[src/rtl/membus_arb_pkg.sv]
`default_nettype none
// +--------------------------------------------------------------------------+
// | Module      : membus_arb_pkg                                             |
// | Description : Shared types and helpers for the membus N:1 arbiter.       |
// |               Provides the master-id type for the default two-master     |
// |               build, the id-width helper and the cyclic find-first used  |
// |               for both round-robin and fixed-priority selection.         |
// | Revision    : 1.0 - initial release                                      |
// +--------------------------------------------------------------------------+
package membus_arb_pkg;

  // Upper bound on channels the find-first helper can scan.
  localparam int unsigned RR_MAX_MASTERS = 32;

  // Master id for the default NUM_MASTERS=2 build; parameterised builds
  // derive their own width through id_width().
  typedef logic [0:0] master_id_t;

  function automatic int unsigned id_width(input int unsigned n);
    return (n > 1) ? $clog2(n) : 1;
  endfunction

  // First asserted request at or after ptr, scanning cyclically over the
  // n low bits of req. With ptr=0 this is a plain lowest-index pick, which
  // is exactly fixed priority. Returns ptr when nothing is requested.
  function automatic int unsigned rr_find_first(
    input logic [RR_MAX_MASTERS-1:0] req,
    input int unsigned               ptr,
    input int unsigned               n
  );
    int unsigned idx;
    logic        found;
    rr_find_first = ptr;
    found         = 1'b0;
    for (int unsigned k = 0; k < RR_MAX_MASTERS; k++) begin
      if (!found && (k < n)) begin
        // ptr < n and k < n, so one conditional subtract gives the wrap.
        idx = ptr + k;
        if (idx >= n) idx = idx - n;
        if (req[idx[4:0]]) begin
          rr_find_first = idx;
          found         = 1'b1;
        end
      end
    end
  endfunction

endpackage
`default_nettype wire

[src/rtl/membus_arb_tracker.sv]
`default_nettype none
// +--------------------------------------------------------------------------+
// | Module      : membus_arb_tracker                                         |
// | Description : In-order outstanding-request tracker. Synchronous FIFO of  |
// |               master ids: one entry per accepted request, popped by each |
// |               slave response so the response can be routed back.        |
// | Ports       : clk, rst (sync, active-high); push/push_id enqueue;        |
// |               pop dequeues; full/empty status; head = oldest entry.      |
// | Revision    : 1.0 - initial release                                      |
// +--------------------------------------------------------------------------+
module membus_arb_tracker #(
  parameter int unsigned ID_W  = 1,
  parameter int unsigned DEPTH = 4
) (
  input  logic            clk,
  input  logic            rst,
  input  logic            push,
  input  logic [ID_W-1:0] push_id,
  input  logic            pop,
  output logic            full,
  output logic            empty,
  output logic [ID_W-1:0] head
);

  localparam int unsigned CNT_W = $clog2(DEPTH + 1);
  localparam int unsigned PTR_W = (DEPTH > 1) ? $clog2(DEPTH) : 1;
  localparam logic [PTR_W-1:0] LAST_PTR  = PTR_W'(DEPTH - 1);
  localparam logic [CNT_W-1:0] DEPTH_CNT = CNT_W'(DEPTH);

  logic [ID_W-1:0]  mem_q [DEPTH];
  logic [ID_W-1:0]  mem_d [DEPTH];
  logic [PTR_W-1:0] wr_ptr_q, wr_ptr_d;
  logic [PTR_W-1:0] rd_ptr_q, rd_ptr_d;
  logic [CNT_W-1:0] count_q, count_d;
  logic             do_push, do_pop;

  function automatic logic [PTR_W-1:0] next_ptr(input logic [PTR_W-1:0] p);
    return (p == LAST_PTR) ? '0 : p + 1'b1;
  endfunction

  assign full    = (count_q == DEPTH_CNT);
  assign empty   = (count_q == '0);
  assign head    = mem_q[rd_ptr_q];
  assign do_push = push && !full;
  assign do_pop  = pop && !empty;

  always_comb begin
    mem_d    = mem_q;
    wr_ptr_d = wr_ptr_q;
    rd_ptr_d = rd_ptr_q;
    count_d  = count_q;
    if (do_push) begin
      mem_d[wr_ptr_q] = push_id;
      wr_ptr_d        = next_ptr(wr_ptr_q);
    end
    if (do_pop) begin
      rd_ptr_d = next_ptr(rd_ptr_q);
    end
    case ({do_push, do_pop})
      2'b10:   count_d = count_q + 1'b1;
      2'b01:   count_d = count_q - 1'b1;
      default: count_d = count_q;
    endcase
  end

  always_ff @(posedge clk) begin
    if (rst) begin
      mem_q    <= '{default: '0};
      wr_ptr_q <= '0;
      rd_ptr_q <= '0;
      count_q  <= '0;
    end else begin
      mem_q    <= mem_d;
      wr_ptr_q <= wr_ptr_d;
      rd_ptr_q <= rd_ptr_d;
      count_q  <= count_d;
    end
  end

endmodule
`default_nettype wire

[src/rtl/membus_arbiter.sv]
`default_nettype none
// +--------------------------------------------------------------------------+
// | Module      : membus_arbiter                                             |
// | Description : N-master to 1-slave membus arbiter. Zero-latency request   |
// |               mux with round-robin or fixed-priority grant, grant hold   |
// |               while the slave stalls, and in-order response routing for  |
// |               up to MAX_OUTSTANDING requests in flight.                  |
// | Ports       : clk, rst (sync, active-high)                               |
// |               m_* : per-master request (flattened) and response          |
// |               s_* : single slave request and response                    |
// | Revision    : 1.0 - initial release                                      |
// +--------------------------------------------------------------------------+
module membus_arbiter
  import membus_arb_pkg::*;
#(
  parameter int unsigned NUM_MASTERS     = 2,
  parameter int unsigned ADDR_WIDTH      = 64,
  parameter int unsigned DATA_WIDTH      = 64,
  parameter int unsigned MAX_OUTSTANDING = 4,
  parameter bit          ROUND_ROBIN     = 1'b1
) (
  input  logic                                  clk,
  input  logic                                  rst,
  input  logic [NUM_MASTERS-1:0]                m_valid,
  output logic [NUM_MASTERS-1:0]                m_ready,
  input  logic [NUM_MASTERS*ADDR_WIDTH-1:0]     m_addr,
  input  logic [NUM_MASTERS-1:0]                m_wen,
  input  logic [NUM_MASTERS*DATA_WIDTH-1:0]     m_wdata,
  input  logic [NUM_MASTERS*(DATA_WIDTH/8)-1:0] m_wmask,
  output logic [NUM_MASTERS-1:0]                m_rvalid,
  output logic [DATA_WIDTH-1:0]                 m_rdata,
  output logic                                  s_valid,
  output logic [ADDR_WIDTH-1:0]                 s_addr,
  output logic                                  s_wen,
  output logic [DATA_WIDTH-1:0]                 s_wdata,
  output logic [DATA_WIDTH/8-1:0]               s_wmask,
  input  logic                                  s_ready,
  input  logic                                  s_rvalid,
  input  logic [DATA_WIDTH-1:0]                 s_rdata
);

  localparam int unsigned ID_W   = id_width(NUM_MASTERS);
  localparam int unsigned MASK_W = DATA_WIDTH / 8;

  typedef logic [ID_W-1:0] mid_t;
  localparam mid_t LAST_ID = mid_t'(NUM_MASTERS - 1);

  logic lock_q,    lock_d;
  mid_t lock_id_q, lock_id_d;
  mid_t rr_ptr_q,  rr_ptr_d;

  mid_t gnt, rr_pick, fp_pick, head;
  logic full, empty, accept, stall;

  assign rr_pick = mid_t'(rr_find_first(RR_MAX_MASTERS'(m_valid), 32'(rr_ptr_q), NUM_MASTERS));
  assign fp_pick = mid_t'(rr_find_first(RR_MAX_MASTERS'(m_valid), 32'd0, NUM_MASTERS));

  // A stalled grant is pinned so the slave sees stable request fields.
  always_comb begin
    gnt = fp_pick;
    if (lock_q)           gnt = lock_id_q;
    else if (ROUND_ROBIN) gnt = rr_pick;
  end

  // A full tracker blocks the request outright; a same-cycle pop does not
  // unblock it because full is a registered status.
  assign s_valid = !rst && (|m_valid) && !full;
  assign s_addr  = m_addr [gnt*ADDR_WIDTH +: ADDR_WIDTH];
  assign s_wen   = m_wen  [gnt];
  assign s_wdata = m_wdata[gnt*DATA_WIDTH +: DATA_WIDTH];
  assign s_wmask = m_wmask[gnt*MASK_W     +: MASK_W];

  assign accept = s_valid && s_ready;
  assign stall  = s_valid && !s_ready;

  always_comb begin
    m_ready = '0;
    if (!rst && s_ready && !full) m_ready[gnt] = 1'b1;
  end

  always_comb begin
    lock_d    = lock_q;
    lock_id_d = lock_id_q;
    rr_ptr_d  = rr_ptr_q;
    if (accept) begin
      lock_d = 1'b0;
      if (ROUND_ROBIN) rr_ptr_d = (gnt == LAST_ID) ? '0 : gnt + 1'b1;
    end else if (stall) begin
      lock_d    = 1'b1;
      lock_id_d = gnt;
    end
  end

  always_ff @(posedge clk) begin
    if (rst) begin
      lock_q    <= 1'b0;
      lock_id_q <= '0;
      rr_ptr_q  <= '0;
    end else begin
      lock_q    <= lock_d;
      lock_id_q <= lock_id_d;
      rr_ptr_q  <= rr_ptr_d;
    end
  end

  membus_arb_tracker #(
    .ID_W  (ID_W),
    .DEPTH (MAX_OUTSTANDING)
  ) u_tracker (
    .clk     (clk),
    .rst     (rst),
    .push    (accept),
    .push_id (gnt),
    .pop     (s_rvalid),
    .full    (full),
    .empty   (empty),
    .head    (head)
  );

  // Responses return in order, so the tracker head names the owner.
  // A response with nothing outstanding is dropped.
  always_comb begin
    m_rvalid = '0;
    if (!rst && s_rvalid && !empty) m_rvalid[head] = 1'b1;
  end
  assign m_rdata = s_rdata;

`ifndef SYNTHESIS
  always @(posedge clk) begin
    if (!rst) begin
      assert (!(s_rvalid && empty))
        else $warning("membus_arbiter: response with no request outstanding was dropped");
      assert (!(lock_q && !m_valid[lock_id_q]))
        else $warning("membus_arbiter: locked master withdrew m_valid before m_ready");
    end
  end
`endif

endmodule
`default_nettype wire

[config.mk]
export PLATFORM = sky130hd
export DESIGN_NAME = membus_arbiter
export DESIGN_NICKNAME = d
export VERILOG_FILES = /design/src/rtl/membus_arb_pkg.sv /design/src/rtl/membus_arb_tracker.sv /design/src/rtl/membus_arbiter.sv
export SDC_FILE = /design/constraint.sdc
export NUM_CORES = 1
export LEC_CHECK = 0
export ABC_AREA = 1
export CAP_MARGIN = 20
export CELL_PAD_IN_SITES_DETAIL_PLACEMENT = 1
export CELL_PAD_IN_SITES_GLOBAL_PLACEMENT = 1
export CORE_AREA = 2 2 217 219
export CTS_CLUSTER_DIAMETER = 80
export CTS_CLUSTER_SIZE = 25
export DETAILED_ROUTE_END_ITERATION = 10
export DIE_AREA = 0 0 219 221
export HOLD_SLACK_MARGIN = 0.12
export PLACE_DENSITY_LB_ADDON = 0.3
export SLEW_MARGIN = 40
export SYNTH_ARGS = -nofsm -noshare
export SYNTH_HDL_FRONTEND = slang
export SYNTH_HIERARCHICAL = 1
export SYNTH_SLANG_ARGS = --single-unit
export TNS_END_PERCENT = 100
[constraint.sdc]
create_clock -name clk -period 2.4 [get_ports clk]
set_input_delay 0.24 -clock clk [delete_from_list [all_inputs] [get_ports clk]]
set_output_delay 0.24 -clock clk [all_outputs]
set_load 0.02 [all_outputs]
==> run summary, run 1 <==
largest net degree at the start of global routing: 76
FP Rows: 79
fmax: 0.437 GHz
Crit Reg-Reg Startpoint: u_tracker/count_q[0]$_SDFFE_PP0P_
worst path bufs/invs: 4
Detailed Route WL: 25.7 mm
input/output buffers: 421
#FFs+latches synth: 14
HP Class: primary input to output port
gp weighted congestion: 0.801
via/cell ratio: 3.42
final hold slack: 0.480 ns
Netlist cell types: 23
number of global-route vias before repair: 5,706
Net Count, Synth: 1,007
Layout Cells excl Fill: 1,610
CP top delay family: buffers and inverters
Synth Warn #: 6
Inst Count DP: 1,607
H-tree lvl count: 1
nets: 1,356
worst slew pin tran: 0.410 ns
TritonCTS clock tree: yes
CP endpoint kind: output port
top area cells in the synthesized netlist: nand2_1 34%, nand3_1 22%, buf_4 17%, dfxtp_1 8.5%, inv_1 3.5%
clock skew: 0.00281 ns
grt total ovfl: 0
pwr dens: 399 nW/um2
core area: 46,100 um2
iteration-0 DRC count of the detailed router: 217
first-pass GRT wire length: 36.3 mm
Crit path largest cell delay: 0.54 ns
Max FO, Critical Path: 42
CTS Sinks: 14
Die W: 219 um
# diodes: 0
Detail Placement HPWL: 21.5 mm
Synth top area share: 0.341
hold endpoint: m_rdata[12]
syn avg cell area: 5.05 um2
Routed wire per std cell: 15.9 um
Die Ht: 221 um
setup ws final: 0.113 ns
Initial Utilization: 0.0719
Die ar.: 48,400 um2
Clock Latency Late Sink: 0.24 ns
Boundary Pins: 550
Hold Startpoint: s_rdata[12]
Mapped Cells: 656
ANT nets after route: 0
Hold Vio Cnt, Final: 0
DRC: 0
max cap viols: 0
layout cells sized above 1: 0.0658
status: finished clean
initial antenna violation count: 2
static leakage: 3.95 nW
Max VDD drop: 0.000219 V
hold path depth: 0
Tot GR Track Use: 0.0980
startpoint types: primary input
Slew Limit Headroom: 0.727
critical path data arrival time: 2.05 ns
number of CTS-inserted buffers: 3
Worst Path Required: 2.16 ns
synthesized area: 3310 um2
Worst Reg-to-Reg Cells: 16
critical register-to-register path endpoint: u_tracker/count_q[2]$_SDFFE_PP0P_
Cell Chain, Critical Path: clkdlybuf4s50_1 > o21ai_2 > nand2_4 > buf_16 > buf_12 > nand3_1 > nand2_1 > dlygate4sd2_1
RSZ-0062 raised after global routing: no
Synth area leader: nand2_1
Clock Tree Buf Depth: 2
Place WS: -0.190 ns
Via Count: 5,500
CTS root buf: clkbuf_16
final setup violation count: 0
Layout area overhead: 142%
critical path class: primary input to output port
sequential cell area fraction in the yosys report: 0.0846
fin crit period: 2.29 ns
count of final max-slew check failures: 0
period utilization: 0.953
setup slack, reg-to-reg: 0.36 ns
critical path's slowest cell: clkdlybuf4s50_1
drt pass-1 iters: 4
## layer usage
metal  wire length (um)  GRT usage  vias up
li1                   -          -     2700
met1              10100      0.110     2477
met2              12500      0.179      305
met3               2640     0.0323       14
met4                416     0.0172        4
met5                 26          0        -
## worst reg2reg max path: stages, from the launching register on
cell     delay [ns]
dfxtp_1        0.34
nor2_2         0.16
nand2_2        0.07
inv_1          0.06
nor2_1         0.04
nand3_1        0.10
inv_1          0.06
nand2_1        0.13
ha_1           0.19
inv_1          0.07
fa_1           0.38
inv_1          0.07
nand2_1        0.04
nand3_1        0.08
nand2_1        0.05
nand2_1        0.05
nor2_1         0.04
## power breakdown
group	switching [mW]	internal, mW
clock network	0.103	0.219
logic	1.36	1.20
registers	0.0471	0.278
## cell usage after synthesis, drive strengths merged
cell type,count
nand3,147
dfxtp,14
o211ai,1
buf,99
inv,32
o21ai,6
nor2,19
a21oi,9
clkbuf,12
nand2,302
nor3,1
nand3b,2
fa,1
ha,6
clkinv,1
nand4,4
## cell families (layout without fill, tap and decap cells)
kind of cell / Yosys count / count (layout) / synth area share
fa+ha+maj: 7 / 7 / 0.0287
compound gates: 16 / 16 / 0.0249
buf+inv: 144 / 491 / 0.260
simple gates: 475 / 475 / 0.602
flops: 14 / 14 / 0.0846
## state kept, by name, indices dropped and copies added, names as in the netlist
name	flops
lock_q	1
u_tracker/count_q	3
rr_ptr_q	1
u_tracker/rd_ptr_q	2
u_tracker/mem_q	4
u_tracker/wr_ptr_q	2
lock_id_q	1
## metrics by stage
stage	TNS, ns	area [um2]	power [mW]	util
floorplan	0	3310	1.69	-
global placement	-7.87	7990	3.08	0.173
detailed placement	-11.47	7990	3.10	0.173
CTS	-1.12	7980	3.29	0.173
global route	0	8030	3.47	0.174
finish	0	8030	3.21	0.174
## worst max-delay path by stage
stage	startpoint	to	slack [ns]	cells after the start
after floorplan	u_tracker/count_q[0]$_SDFFE_PP0P_	u_tracker/count_q[2]$_SDFFE_PP0P_	0.40	17
after global placement	m_valid[0]	s_wdata[43]	-0.17	8
after detailed placement	m_valid[0]	s_wdata[43]	-0.19	8
after CTS	m_valid[0]	s_addr[25]	-0.11	9
after global routing	m_valid[0]	s_wdata[29]	0.008	8
final	m_valid[0]	s_wdata[55]	0.11	8
## area by class of cell
type,count,area [um2]
repair buffers,455,4590
clock buffers,3,75.1
fillers,5692,38000
inverters,33,124
well taps,607,759
flip-flops and latches,14,280
multi-input cells,498,2200
## what timing repair did
action                     in CTS  in global routing
gates resized for setup       105                 21
setup buffers                   0                  0
setup endpoints to repair     117                 21
hold buffers                    0                  0
## layout by cell type, fill, tap and decap left out, types with 3 or more instances in the layout
master           instances
buf_12                  15
nand3_1                147
nand2_4                  3
clkbuf_16                3
nand2_1                298
inv_1                   31
nor2_1                  17
dfxtp_1                 14
a21oi_1                  8
dlygate4sd2_1           97
nand4_1                  4
o21ai_0                  4
ha_1                     6
clkdlybuf4s50_1        284
dlymetal6s2s_1          20
buf_4                   34
(Power assumes the default switching activity.)
==> run 2: changes to the inputs <==
--- a/config.mk
+++ b/config.mk
@@ -9,11 +9,11 @@
 export CAP_MARGIN = 20
 export CELL_PAD_IN_SITES_DETAIL_PLACEMENT = 1
 export CELL_PAD_IN_SITES_GLOBAL_PLACEMENT = 1
-export CORE_AREA = 2 2 217 219
+export CORE_AREA = 3 3 212 214
 export CTS_CLUSTER_DIAMETER = 80
 export CTS_CLUSTER_SIZE = 25
 export DETAILED_ROUTE_END_ITERATION = 10
-export DIE_AREA = 0 0 219 221
+export DIE_AREA = 0 0 215 217
 export HOLD_SLACK_MARGIN = 0.12
 export PLACE_DENSITY_LB_ADDON = 0.3
 export SLEW_MARGIN = 40
==> run summary, run 2 (synthesized netlist as in run 1, its figures left out) <==
Tot GR Track Use: 0.106
drt pass-1 iters: 4
Boundary Pins: 550
Worst Path Required: 2.16 ns
Layout Cells excl Fill: 1,598
largest net degree at the start of global routing: 53
Initial Utilization: 0.0769
status: finished clean
max FFs per register: 4
Max FO, Critical Path: 18
startpoint types: primary input
layout cells sized above 1: 0.0751
CP top delay family: buffers and inverters
postcts setup bufs: 0
Die W: 215 um
CTS root buf: clkbuf_16
iteration-0 DRC count of the detailed router: 239
hold path depth: 0
initial antenna violation count: 0
input/output buffers: 421
grt total ovfl: 0
Clock Latency Late Sink: 0.25 ns
nets: 1,364
Crit Reg-Reg Startpoint: u_tracker/count_q[0]$_SDFFE_PP0P_
FP Rows: 76
HP Class: primary input to output port
critical path class: primary input to output port
Max VDD drop: 0.000202 V
Crit path largest cell delay: 0.62 ns
Place WS: -0.172 ns
RSZ-0062 raised after global routing: no
gp weighted congestion: 0.838
H-tree lvl count: 1
via/cell ratio: 3.44
TritonCTS clock tree: yes
hold buffer count at cts: 0
worst path bufs/invs: 3
Routed wire per std cell: 16.6 um
critical path's slowest cell: clkdlybuf4s50_1
Detail Placement HPWL: 22.7 mm
Hold Vio Cnt, Final: 0
count of final max-slew check failures: 0
number of global-route vias before repair: 5,754
pwr dens: 403 nW/um2
critical path data arrival time: 2.05 ns
Slew Limit Headroom: 0.801
setup ws final: 0.110 ns
Inst Count DP: 1,593
clock skew: 0.00395 ns
ANT nets after route: 0
static leakage: 3.97 nW
core area: 43,100 um2
fmax: 0.437 GHz
Crit path depth: 7
fin crit period: 2.29 ns
crit path from: m_valid[0]
top flop regs: u_tracker/mem_q (4), u_tracker/count_q (3)
CTS Sinks: 14
Layout area overhead: 144%
Die ar.: 46,700 um2
period utilization: 0.954
most frequent cells in the layout: 298 x nand2_1, 283 x clkdlybuf4s50_1, 147 x nand3_1
Cell Chain, Critical Path: clkdlybuf4s50_1 > o21ai_2 > nand2_4 > nand2_4 > buf_4 > nor2_1 > clkdlybuf4s50_1
max cap viols: 0
DRC: 0
Via Count: 5,502
Hold Startpoint: s_rdata[24]
final hold slack: 0.480 ns
final setup violation count: 0
number of CTS-inserted buffers: 3
first-pass GRT wire length: 38.4 mm
Tot Pwr: 3.26 mW
Top reg by flops: u_tracker/mem_q
worst slew pin tran: 0.299 ns
CP endpoint kind: output port
Worst Reg-to-Reg Cells: 16
Detailed Route WL: 26.6 mm
Clock Tree Buf Depth: 2
FILL cells: 5,337
Die Ht: 217 um
commonest non-fill, non-tap cell in the layout: nand2_1
[run 2: changes by cell type in the layout (fill, tap and decap cells not counted), sizes merged]
| cell | delta |
|---|---|
| buf | +9 |
| clkbuf | +1 |
| clkdlybuf4s50 | -1 |
| diode | +1 |
| dlygate4sd2 | +4 |
| dlymetal6s2s | -4 |
[run 2: final cells by class]
cell class | instances | area [um2] | share of cell area
Timing Repair Buffer | 463 | 4670 | 0.577
Multi-Input combinational cell | 498 | 2200 | 0.272
Clock buffer | 4 | 88.8 | 0.0110
Antenna cell | 1 | 2.50 | 0.000309
Tap cell | 585 | 732 | 0.0904
Sequential cell | 14 | 280 | 0.0346
Inverter | 33 | 124 | 0.0153
[run 2: where the power goes]
group	switching (mW)	total [mW]	internal (mW)
Sequential	0.0475	0.326	0.278
Clock	0.100	0.353	0.253
Combinational	1.37	2.58	1.21
Total	1.51	3.26	1.74
[run 2: final timing paths]
check                                            to  slack, ns
setup reg to reg  u_tracker/count_q[2]$_SDFFE_PP0P_       0.33
hold / removal                          m_rdata[24]       0.48
setup / recovery                         m_ready[0]       0.11
hold reg to reg   u_tracker/count_q[0]$_SDFFE_PP0P_       0.50
[run 2: timing repair]
action | in CTS | in global routing
gates resized for setup | 104 | 17
setup endpoints to repair | 112 | 16
hold endpoints to repair | 0 | 0
[run 2: through the flow]
stage          TNS [ns]  area [um2]  utilization
2_1_floorplan         0        3310            -
3_3_place_gp      -7.60        8070        0.187
3_5_place_dp      -9.63        8070        0.187
4_1_cts          -0.245        8050        0.187
5_1_grt               0        8090        0.188
6_report              0        8100        0.188
[run 2: per-layer routing]
layer | GRT usage | share of wire | vias to the layer above | wire, um
li1 | - | - | 2718 | -
met1 | 0.129 | 0.41 | 2468 | 10900
met2 | 0.187 | 0.48 | 306 | 12800
met3 | 0.0378 | 0.096 | 10 | 2560
met4 | 0.0126 | 0.011 | 0 | 297
met5 | 0.00208 | 0 | - | 0
==> run 3: changes to the inputs <==
--- a/config.mk
+++ b/config.mk
@@ -9,11 +9,11 @@
 export CAP_MARGIN = 20
 export CELL_PAD_IN_SITES_DETAIL_PLACEMENT = 1
 export CELL_PAD_IN_SITES_GLOBAL_PLACEMENT = 1
-export CORE_AREA = 3 3 212 214
+export CORE_AREA = 2 2 217 219
 export CTS_CLUSTER_DIAMETER = 80
 export CTS_CLUSTER_SIZE = 25
 export DETAILED_ROUTE_END_ITERATION = 10
-export DIE_AREA = 0 0 215 217
+export DIE_AREA = 0 0 219 221
 export HOLD_SLACK_MARGIN = 0.12
 export PLACE_DENSITY_LB_ADDON = 0.3
 export SLEW_MARGIN = 40
==> results of run 3 <==
No change in the layout: final DEF, timing and power equal those of run 1.
